--- src/rtl/dot_seq_ctrl_if.sv ---
// Command, operand-memory, MAC and result signals of the dot-product sequencer.
// The abort input exists only when DOT_SEQ_CTRL_ABORT_EN is defined.
interface dot_seq_ctrl_if #(
  parameter int unsigned DATA_W = 8,
  parameter int unsigned ADDR_W = 8
);
  logic              start;
  logic [ADDR_W-1:0] vec_len;
  logic [ADDR_W-1:0] base_a;
  logic [ADDR_W-1:0] base_b;
  logic              busy;
  logic              rd_en;
  logic [ADDR_W-1:0] rd_addr_a;
  logic [ADDR_W-1:0] rd_addr_b;
  logic [DATA_W-1:0] mem_data_a;
  logic [DATA_W-1:0] mem_data_b;
  logic              mac_clr;
  logic [DATA_W-1:0] mac_a;
  logic [DATA_W-1:0] mac_b;
  logic [DATA_W-1:0] mac_sum;
  logic [DATA_W-1:0] result;
  logic              result_valid;
  logic              result_ready;
`ifdef DOT_SEQ_CTRL_ABORT_EN
  logic              abort;
`endif

  // Environment side: command source, operand memories, MAC and result consumer.
  modport master (
    output start, vec_len, base_a, base_b, mem_data_a, mem_data_b, mac_sum, result_ready,
    input  busy, rd_en, rd_addr_a, rd_addr_b, mac_clr, mac_a, mac_b, result, result_valid
`ifdef DOT_SEQ_CTRL_ABORT_EN
    , output abort
`endif
  );

  modport slave (
    input  start, vec_len, base_a, base_b, mem_data_a, mem_data_b, mac_sum, result_ready,
    output busy, rd_en, rd_addr_a, rd_addr_b, mac_clr, mac_a, mac_b, result, result_valid
`ifdef DOT_SEQ_CTRL_ABORT_EN
    , input abort
`endif
  );
endinterface

--- src/rtl/dot_seq_ctrl.sv ---
// Dot-product sequencer: clears the MAC, streams operand reads, gates returned data into the MAC
// and holds the final sum on a valid/ready port. Optional abort: DOT_SEQ_CTRL_ABORT_EN.
module dot_seq_ctrl #(
  parameter int unsigned DATA_W  = 8,
  parameter int unsigned ADDR_W  = 8,
  parameter int unsigned MEM_LAT = 1
) (
  input logic           clk,
  input logic           reset,
  dot_seq_ctrl_if.slave io_bus
);

  typedef enum logic [2:0] {StIdle, StClear, StIssue, StDrain, StHold} state_e;

  localparam logic [ADDR_W-1:0] AddrOne   = 1;
  localparam logic [2:0]        DrainLast = 3'(MEM_LAT);
  localparam logic [2:0]        CntOne    = 3'd1;

  state_e              r_state;
  state_e              w_state_nxt;
  logic [ADDR_W-1:0]   r_base_a;
  logic [ADDR_W-1:0]   r_base_b;
  logic [ADDR_W-1:0]   r_len;
  logic [ADDR_W-1:0]   r_idx;
  logic [2:0]          r_drain_cnt;
  logic [MEM_LAT-1:0]  r_vld;
  logic [DATA_W-1:0]   r_result;
  logic                w_rd_en;
  logic                w_abort;
  logic                w_active;

  assign w_active = (r_state == StClear) || (r_state == StIssue) || (r_state == StDrain);

`ifdef DOT_SEQ_CTRL_ABORT_EN
  assign w_abort = io_bus.abort && w_active;
`else
  assign w_abort = 1'b0;
`endif

  always_comb begin
    w_state_nxt = r_state;
    unique case (r_state)
      StIdle: begin
        if (io_bus.start) begin
          w_state_nxt = (io_bus.vec_len != '0) ? StClear : StHold;
        end
      end
      StClear: w_state_nxt = StIssue;
      StIssue: begin
        if (r_idx == r_len - AddrOne) w_state_nxt = StDrain;
      end
      StDrain: begin
        if (r_drain_cnt == DrainLast) w_state_nxt = StHold;
      end
      StHold: begin
        if (io_bus.result_ready) w_state_nxt = StIdle;
      end
      default: w_state_nxt = StIdle;
    endcase
    // Abort wins over any transition taken in the same cycle.
    if (w_abort) w_state_nxt = StIdle;
  end

  always_ff @(posedge clk) begin
    if (reset) begin
      r_state     <= StIdle;
      r_base_a    <= '0;
      r_base_b    <= '0;
      r_len       <= '0;
      r_idx       <= '0;
      r_drain_cnt <= '0;
      r_result    <= '0;
    end else begin
      r_state     <= w_state_nxt;
      r_idx       <= (r_state == StIssue) ? r_idx + AddrOne : '0;
      r_drain_cnt <= (r_state == StDrain) ? r_drain_cnt + CntOne : '0;
      if (r_state == StIdle && io_bus.start) begin
        r_base_a <= io_bus.base_a;
        r_base_b <= io_bus.base_b;
        r_len    <= io_bus.vec_len;
        if (io_bus.vec_len == '0) r_result <= '0;
      end
      if (r_state == StDrain && r_drain_cnt == DrainLast && !w_abort) begin
        r_result <= io_bus.mac_sum;
      end
    end
  end

  // Tracks which cycles carry real read data back from the memories.
  always_ff @(posedge clk) begin
    if (reset || w_abort) begin
      r_vld <= '0;
    end else begin
      r_vld <= MEM_LAT'({r_vld, w_rd_en});
    end
  end

  assign w_rd_en = (r_state == StIssue);

  always_comb begin
    io_bus.busy         = (r_state != StIdle);
    io_bus.rd_en        = w_rd_en;
    io_bus.rd_addr_a    = w_rd_en ? r_base_a + r_idx : '0;
    io_bus.rd_addr_b    = w_rd_en ? r_base_b + r_idx : '0;
    io_bus.mac_clr      = (r_state == StClear) || w_abort;
    io_bus.mac_a        = r_vld[MEM_LAT-1] ? io_bus.mem_data_a : '0;
    io_bus.mac_b        = r_vld[MEM_LAT-1] ? io_bus.mem_data_b : '0;
    io_bus.result       = r_result;
    io_bus.result_valid = (r_state == StHold);
  end

endmodule

--- src/flat_wrapper.sv ---
// flat-port wrapper written by rule: the top's interface ports become plain ports
module dot_seq_ctrl_flat 
#(
  parameter int unsigned DATA_W  = 8,
  parameter int unsigned ADDR_W  = 8,
  parameter int unsigned MEM_LAT = 1
)
  (clk, reset, io_bus_start, io_bus_vec_len, io_bus_base_a, io_bus_base_b, io_bus_mem_data_a, io_bus_mem_data_b, io_bus_mac_sum, io_bus_result_ready, io_bus_busy, io_bus_rd_en, io_bus_rd_addr_a, io_bus_rd_addr_b, io_bus_mac_clr, io_bus_mac_a, io_bus_mac_b, io_bus_result, io_bus_result_valid);
  dot_seq_ctrl_if #(.DATA_W(DATA_W), .ADDR_W(ADDR_W)) io_bus_i ();
  input logic clk;
  input logic reset;
  input wire logic [$bits(io_bus_i.start)-1:0] io_bus_start;
  input wire logic [$bits(io_bus_i.vec_len)-1:0] io_bus_vec_len;
  input wire logic [$bits(io_bus_i.base_a)-1:0] io_bus_base_a;
  input wire logic [$bits(io_bus_i.base_b)-1:0] io_bus_base_b;
  input wire logic [$bits(io_bus_i.mem_data_a)-1:0] io_bus_mem_data_a;
  input wire logic [$bits(io_bus_i.mem_data_b)-1:0] io_bus_mem_data_b;
  input wire logic [$bits(io_bus_i.mac_sum)-1:0] io_bus_mac_sum;
  input wire logic [$bits(io_bus_i.result_ready)-1:0] io_bus_result_ready;
  output wire logic [$bits(io_bus_i.busy)-1:0] io_bus_busy;
  output wire logic [$bits(io_bus_i.rd_en)-1:0] io_bus_rd_en;
  output wire logic [$bits(io_bus_i.rd_addr_a)-1:0] io_bus_rd_addr_a;
  output wire logic [$bits(io_bus_i.rd_addr_b)-1:0] io_bus_rd_addr_b;
  output wire logic [$bits(io_bus_i.mac_clr)-1:0] io_bus_mac_clr;
  output wire logic [$bits(io_bus_i.mac_a)-1:0] io_bus_mac_a;
  output wire logic [$bits(io_bus_i.mac_b)-1:0] io_bus_mac_b;
  output wire logic [$bits(io_bus_i.result)-1:0] io_bus_result;
  output wire logic [$bits(io_bus_i.result_valid)-1:0] io_bus_result_valid;
  assign io_bus_i.start = io_bus_start;
  assign io_bus_i.vec_len = io_bus_vec_len;
  assign io_bus_i.base_a = io_bus_base_a;
  assign io_bus_i.base_b = io_bus_base_b;
  assign io_bus_i.mem_data_a = io_bus_mem_data_a;
  assign io_bus_i.mem_data_b = io_bus_mem_data_b;
  assign io_bus_i.mac_sum = io_bus_mac_sum;
  assign io_bus_i.result_ready = io_bus_result_ready;
  assign io_bus_busy = io_bus_i.busy;
  assign io_bus_rd_en = io_bus_i.rd_en;
  assign io_bus_rd_addr_a = io_bus_i.rd_addr_a;
  assign io_bus_rd_addr_b = io_bus_i.rd_addr_b;
  assign io_bus_mac_clr = io_bus_i.mac_clr;
  assign io_bus_mac_a = io_bus_i.mac_a;
  assign io_bus_mac_b = io_bus_i.mac_b;
  assign io_bus_result = io_bus_i.result;
  assign io_bus_result_valid = io_bus_i.result_valid;
  dot_seq_ctrl #(.DATA_W(DATA_W), .ADDR_W(ADDR_W), .MEM_LAT(MEM_LAT)) u_core (.clk(clk), .reset(reset), .io_bus(io_bus_i));
endmodule
--- config.mk ---
export PLATFORM = sky130hd
export DESIGN_NAME = dot_seq_ctrl_flat
export DESIGN_NICKNAME = d
export VERILOG_FILES = /design/src/rtl/dot_seq_ctrl_if.sv /design/src/rtl/dot_seq_ctrl.sv /design/src/flat_wrapper.sv
export SDC_FILE = /design/constraint.sdc
export NUM_CORES = 1
export LEC_CHECK = 0
export CORE_MARGIN = 2
export CORE_UTILIZATION = 40
export CTS_CLUSTER_SIZE = 14
export DETAILED_ROUTE_END_ITERATION = 8
export GPL_ROUTABILITY_DRIVEN = 0
export GPL_TIMING_DRIVEN = 0
export PLACE_DENSITY = 0.74
export SLEW_MARGIN = 30
export SYNTH_ARGS = -nofsm -noshare
export SYNTH_HDL_FRONTEND = slang
export SYNTH_SLANG_ARGS = --single-unit
export TNS_END_PERCENT = 100
--- constraint.sdc ---
create_clock -name clk -period 2.2 [get_ports clk]
set_clock_uncertainty 0.15 [all_clocks]
set_input_delay 0.44 -clock clk [delete_from_list [all_inputs] [get_ports clk]]
set_output_delay 0.44 -clock clk [all_outputs]
set_load 0.02 [all_outputs]
==> results.toml <==
[grt]
first_global_vias = 2751
grt_pass1_wl_um = 12800
grt_max_degree = 16
globalRouteTotalUtil = 0.209
grt.overflow.total = 0
initial_antenna_violation_count = 0

[final_layout]
layout.cells.most_common = "clkdlybuf4s50_1"
diodes_inserted = 0
layoutNonFillerInstCount = 562
synth_to_layout_area_growth_pct = 50.4
finalCoreUtilization = 0.625
fraction_of_layout_instances_using_a_drive_strength_above_1 = 0.191
layout.cells.most_common_list = "clkdlybuf4s50_1, nand2_1, dfxtp_1"
filler_cell_count = 630
fin_nets = 537

[route]
num_vias = 2855
drt_first_pass_iters = 4
wire_per_inst_um = 14.2
routed_wl_um = 7960
postRouteAntennaNets = 0
drt-initial-drc-count = 188
vias_per_cell = 5.08
drc = 0

[floorplanning]
die_w_um = 88.2
initial_core_util = 0.415
die_h_um = 88.2
placementRows = 30
design.portCount = 96
fp.coreArea_sq_um = 6830
die_area_sq_um = 7780

[critical_path]
worstPathCellList = "ha_4 -> fa_2 -> a21o_1 -> a21o_1 -> a21oi_2 -> or4b_1 -> nand3_2 -> buf_6"
crit_path_max_incr_delay_ns = 0.49
worst_path_max_delay_cell = "or4b_1"
cp-end-kind = "output port"
crit_path_start_kind = "flop"
critPathMaxFanout = 3
timing.setup.critical_path_class = "reg -> out"
crit_arrival_ns = 2.10
critical_path.n_buffers_inverters = 1
crit_family = "simple AND/OR/NAND/NOR gates"
critical_path_required_time_ns = 1.61
crit_path_frequent_cell = "a21o_1"

[worst_hold_path]
hold_class = "reg -> reg"

[timing]
timing.final.crit_period_ns = 2.69
slew-limit-headroom = 0.563
grt_setup_unrepaired = "yes"
slew_violations = 0
timing.final.setup_violations = 13
final.hold.worst_slack_ns = 0.319
achievable-frequency_mhz = 371
fin_crit_sh = 1.22
max_slew.worst_pin.slew_ns = 0.653
timing.final.ws_setup_ns = -0.492
hold_viol = 0

[logic_synthesis]
netlist-cell-type-count = 41
synth.yosys.seq_area_share = 0.332
synth_warnings = 0
synth.ff_latch_count = 47
synthesis.area_sq_um = 2840
synthesis.area_per_instance_sq_um = 7.97
syn_nets = 428
netlist_instances = 356

[cts]
cts_max_path_buffers = 2
clock_insertion_delay_worst_skew_ns = 0.31
cts_made_buffers = 5
clock_pin_slew_reported_for_the_worst_setup_and_hold_paths_after_clock_tree_synthesis_ns = 0.09
ctsHtreeMaxLevel = 2
cts_tree = "done"
cts_sink_cnt = 47
clock_tree.root_cell = "clkbuf_8"

[pwr]
peak_supply_drop_mv = 0.364
power_leakage_nw = 1.84
total_power_mw = 2.36
pwr_density_cell_nw_per_um2 = 552

[run_status]
failed_checks = "negative setup slack"
status = "complete, but fails checks"

[placed_design]
dpl.cell_count = 546
hpwlAfterDp_um = 5870
portBuffers = 94
place_ws_ns = -0.766

[run]
max_capacitance_violation_count = 0
-- repair_timing --
item / CTS / global route
buffers inserted: 3 / 5
hold buffers: 0 / 0
pin swaps: 15 / 11
endpoints found under the hold margin: 0 / 0
endpoints found under the setup margin: 36 / 23
gates resized for setup: 116 / 18
-- through the flow --
stage	setup TNS, ns	area, sq um
detailed placement	-10.85	3950
global placement	-10.24	3950
floorplan	-0.139	2890
finish	-3.85	4270
CTS	-3.56	4140
global route	-4.79	4270
-- cell usage after synthesis --
cell       number  area (sq um)
nand2b_1        5          31.3
inv_1           7          26.3
a21oi_1        37           185
or3_1           1          6.26
buf_6           4          45.0
ha_1           18           225
dfxtp_1        47           941
and2_1         19           119
mux2i_1         3          30.0
or4_1           2          15.0
xor2_1          8          70.1
nor2_1         37           139
fa_1            2          40.0
inv_2           1          3.75
nor3_1          8          40.0
nand2_1        55           206
a2bb2oi_1       1          8.76
o21bai_1        2          15.0
a22oi_1         9          67.6
nand4b_1        4          35.0
a31oi_1         4          25.0
nand4_1         1          6.26
nor3b_1         5          37.5
nor4_1          1          6.26
and3_1          4          25.0
a311oi_1        1          8.76
or4b_1          3          30.0
or2_2           3          18.8
or3_4           1          11.3
or2_1           2          12.5
nor2_4          1          11.3
nor2b_1         3          18.8
o31ai_1         1          7.51
xnor2_1        17           149
o21ai_0         7          35.0
clkbuf_1        6          22.5
a21o_1          9          67.6
nand3_1         7          35.0
o311ai_0        1          8.76
buf_2           7          35.0
nand3b_1        2          15.0
-- cell type report --
cell class	instances	area [sq um]	share of cell area
multi-input cells	284	1980	0.463
repair buffers	102	966	0.226
flip-flops and latches	47	958	0.225
well taps	96	120	0.0282
plain buffers	17	109	0.0255
clock buffers	6	93.8	0.0220
inverters	8	30.0	0.00704
clock inverters	2	13.8	0.00323
-- state kept, by name, indices dropped and copies added (netlist names) --
signal	cells
u_core.r_base_b	8
u_core.r_vld	1
u_core.r_drain_cnt	3
u_core.r_state	3
u_core.r_idx	8
u_core.r_len	8
u_core.io_bus.result	8
u_core.r_base_a	8
-- kinds of logic after synthesis --
group | count (synthesis) | share of synthesized area
AOI/OAI and AO/OA | 72 | 0.151
xor gates and xnor gates | 25 | 0.0772
adders and majority gates | 20 | 0.0935
buffers and inverters | 25 | 0.0468
DFF | 47 | 0.332
muxes | 3 | 0.0106
and+or+nand+nor | 164 | 0.289
-- worst reg2reg max path: stages (launching register included) --
cell and delay (ns):
dfxtp_1 0.33, buf_2 0.23, nand3b_1 0.12, nor2_1 0.52
a21oi_2 0.18, a22oi_1 0.20, nor2_1 0.05
-- report_power, final --
group,internal (mW),switching (mW)
clock network,0.293,0.315
logic,0.368,0.400
registers,0.913,0.0677
total,1.57,0.782
-- per-layer routing --
metal / track usage / up-vias / share of wire
met4: 0.0744 / 0 / 0.019
li1: - / 1437 / -
met5: 0 / - / 0
met1: 0.250 / 1315 / 0.43
met3: 0.0410 / 12 / 0.061
met2: 0.371 / 91 / 0.49
-- path summary, 6_finish.rpt --
check                           slack (ns)  cells past startpoint                   from                       to
worst max-delay path                 -0.49                      8        u_core.r_idx[0]      io_bus_rd_addr_b[6]
worst min-delay path                  0.32                      1  u_core.r_drain_cnt[0]    u_core.r_drain_cnt[0]
worst max register to register        0.29                      6      u_core.r_state[1]  u_core.io_bus.result[1]
worst min register to register        0.32                      1  u_core.r_drain_cnt[0]    u_core.r_drain_cnt[0]
(Power assumes the default switching activity.)
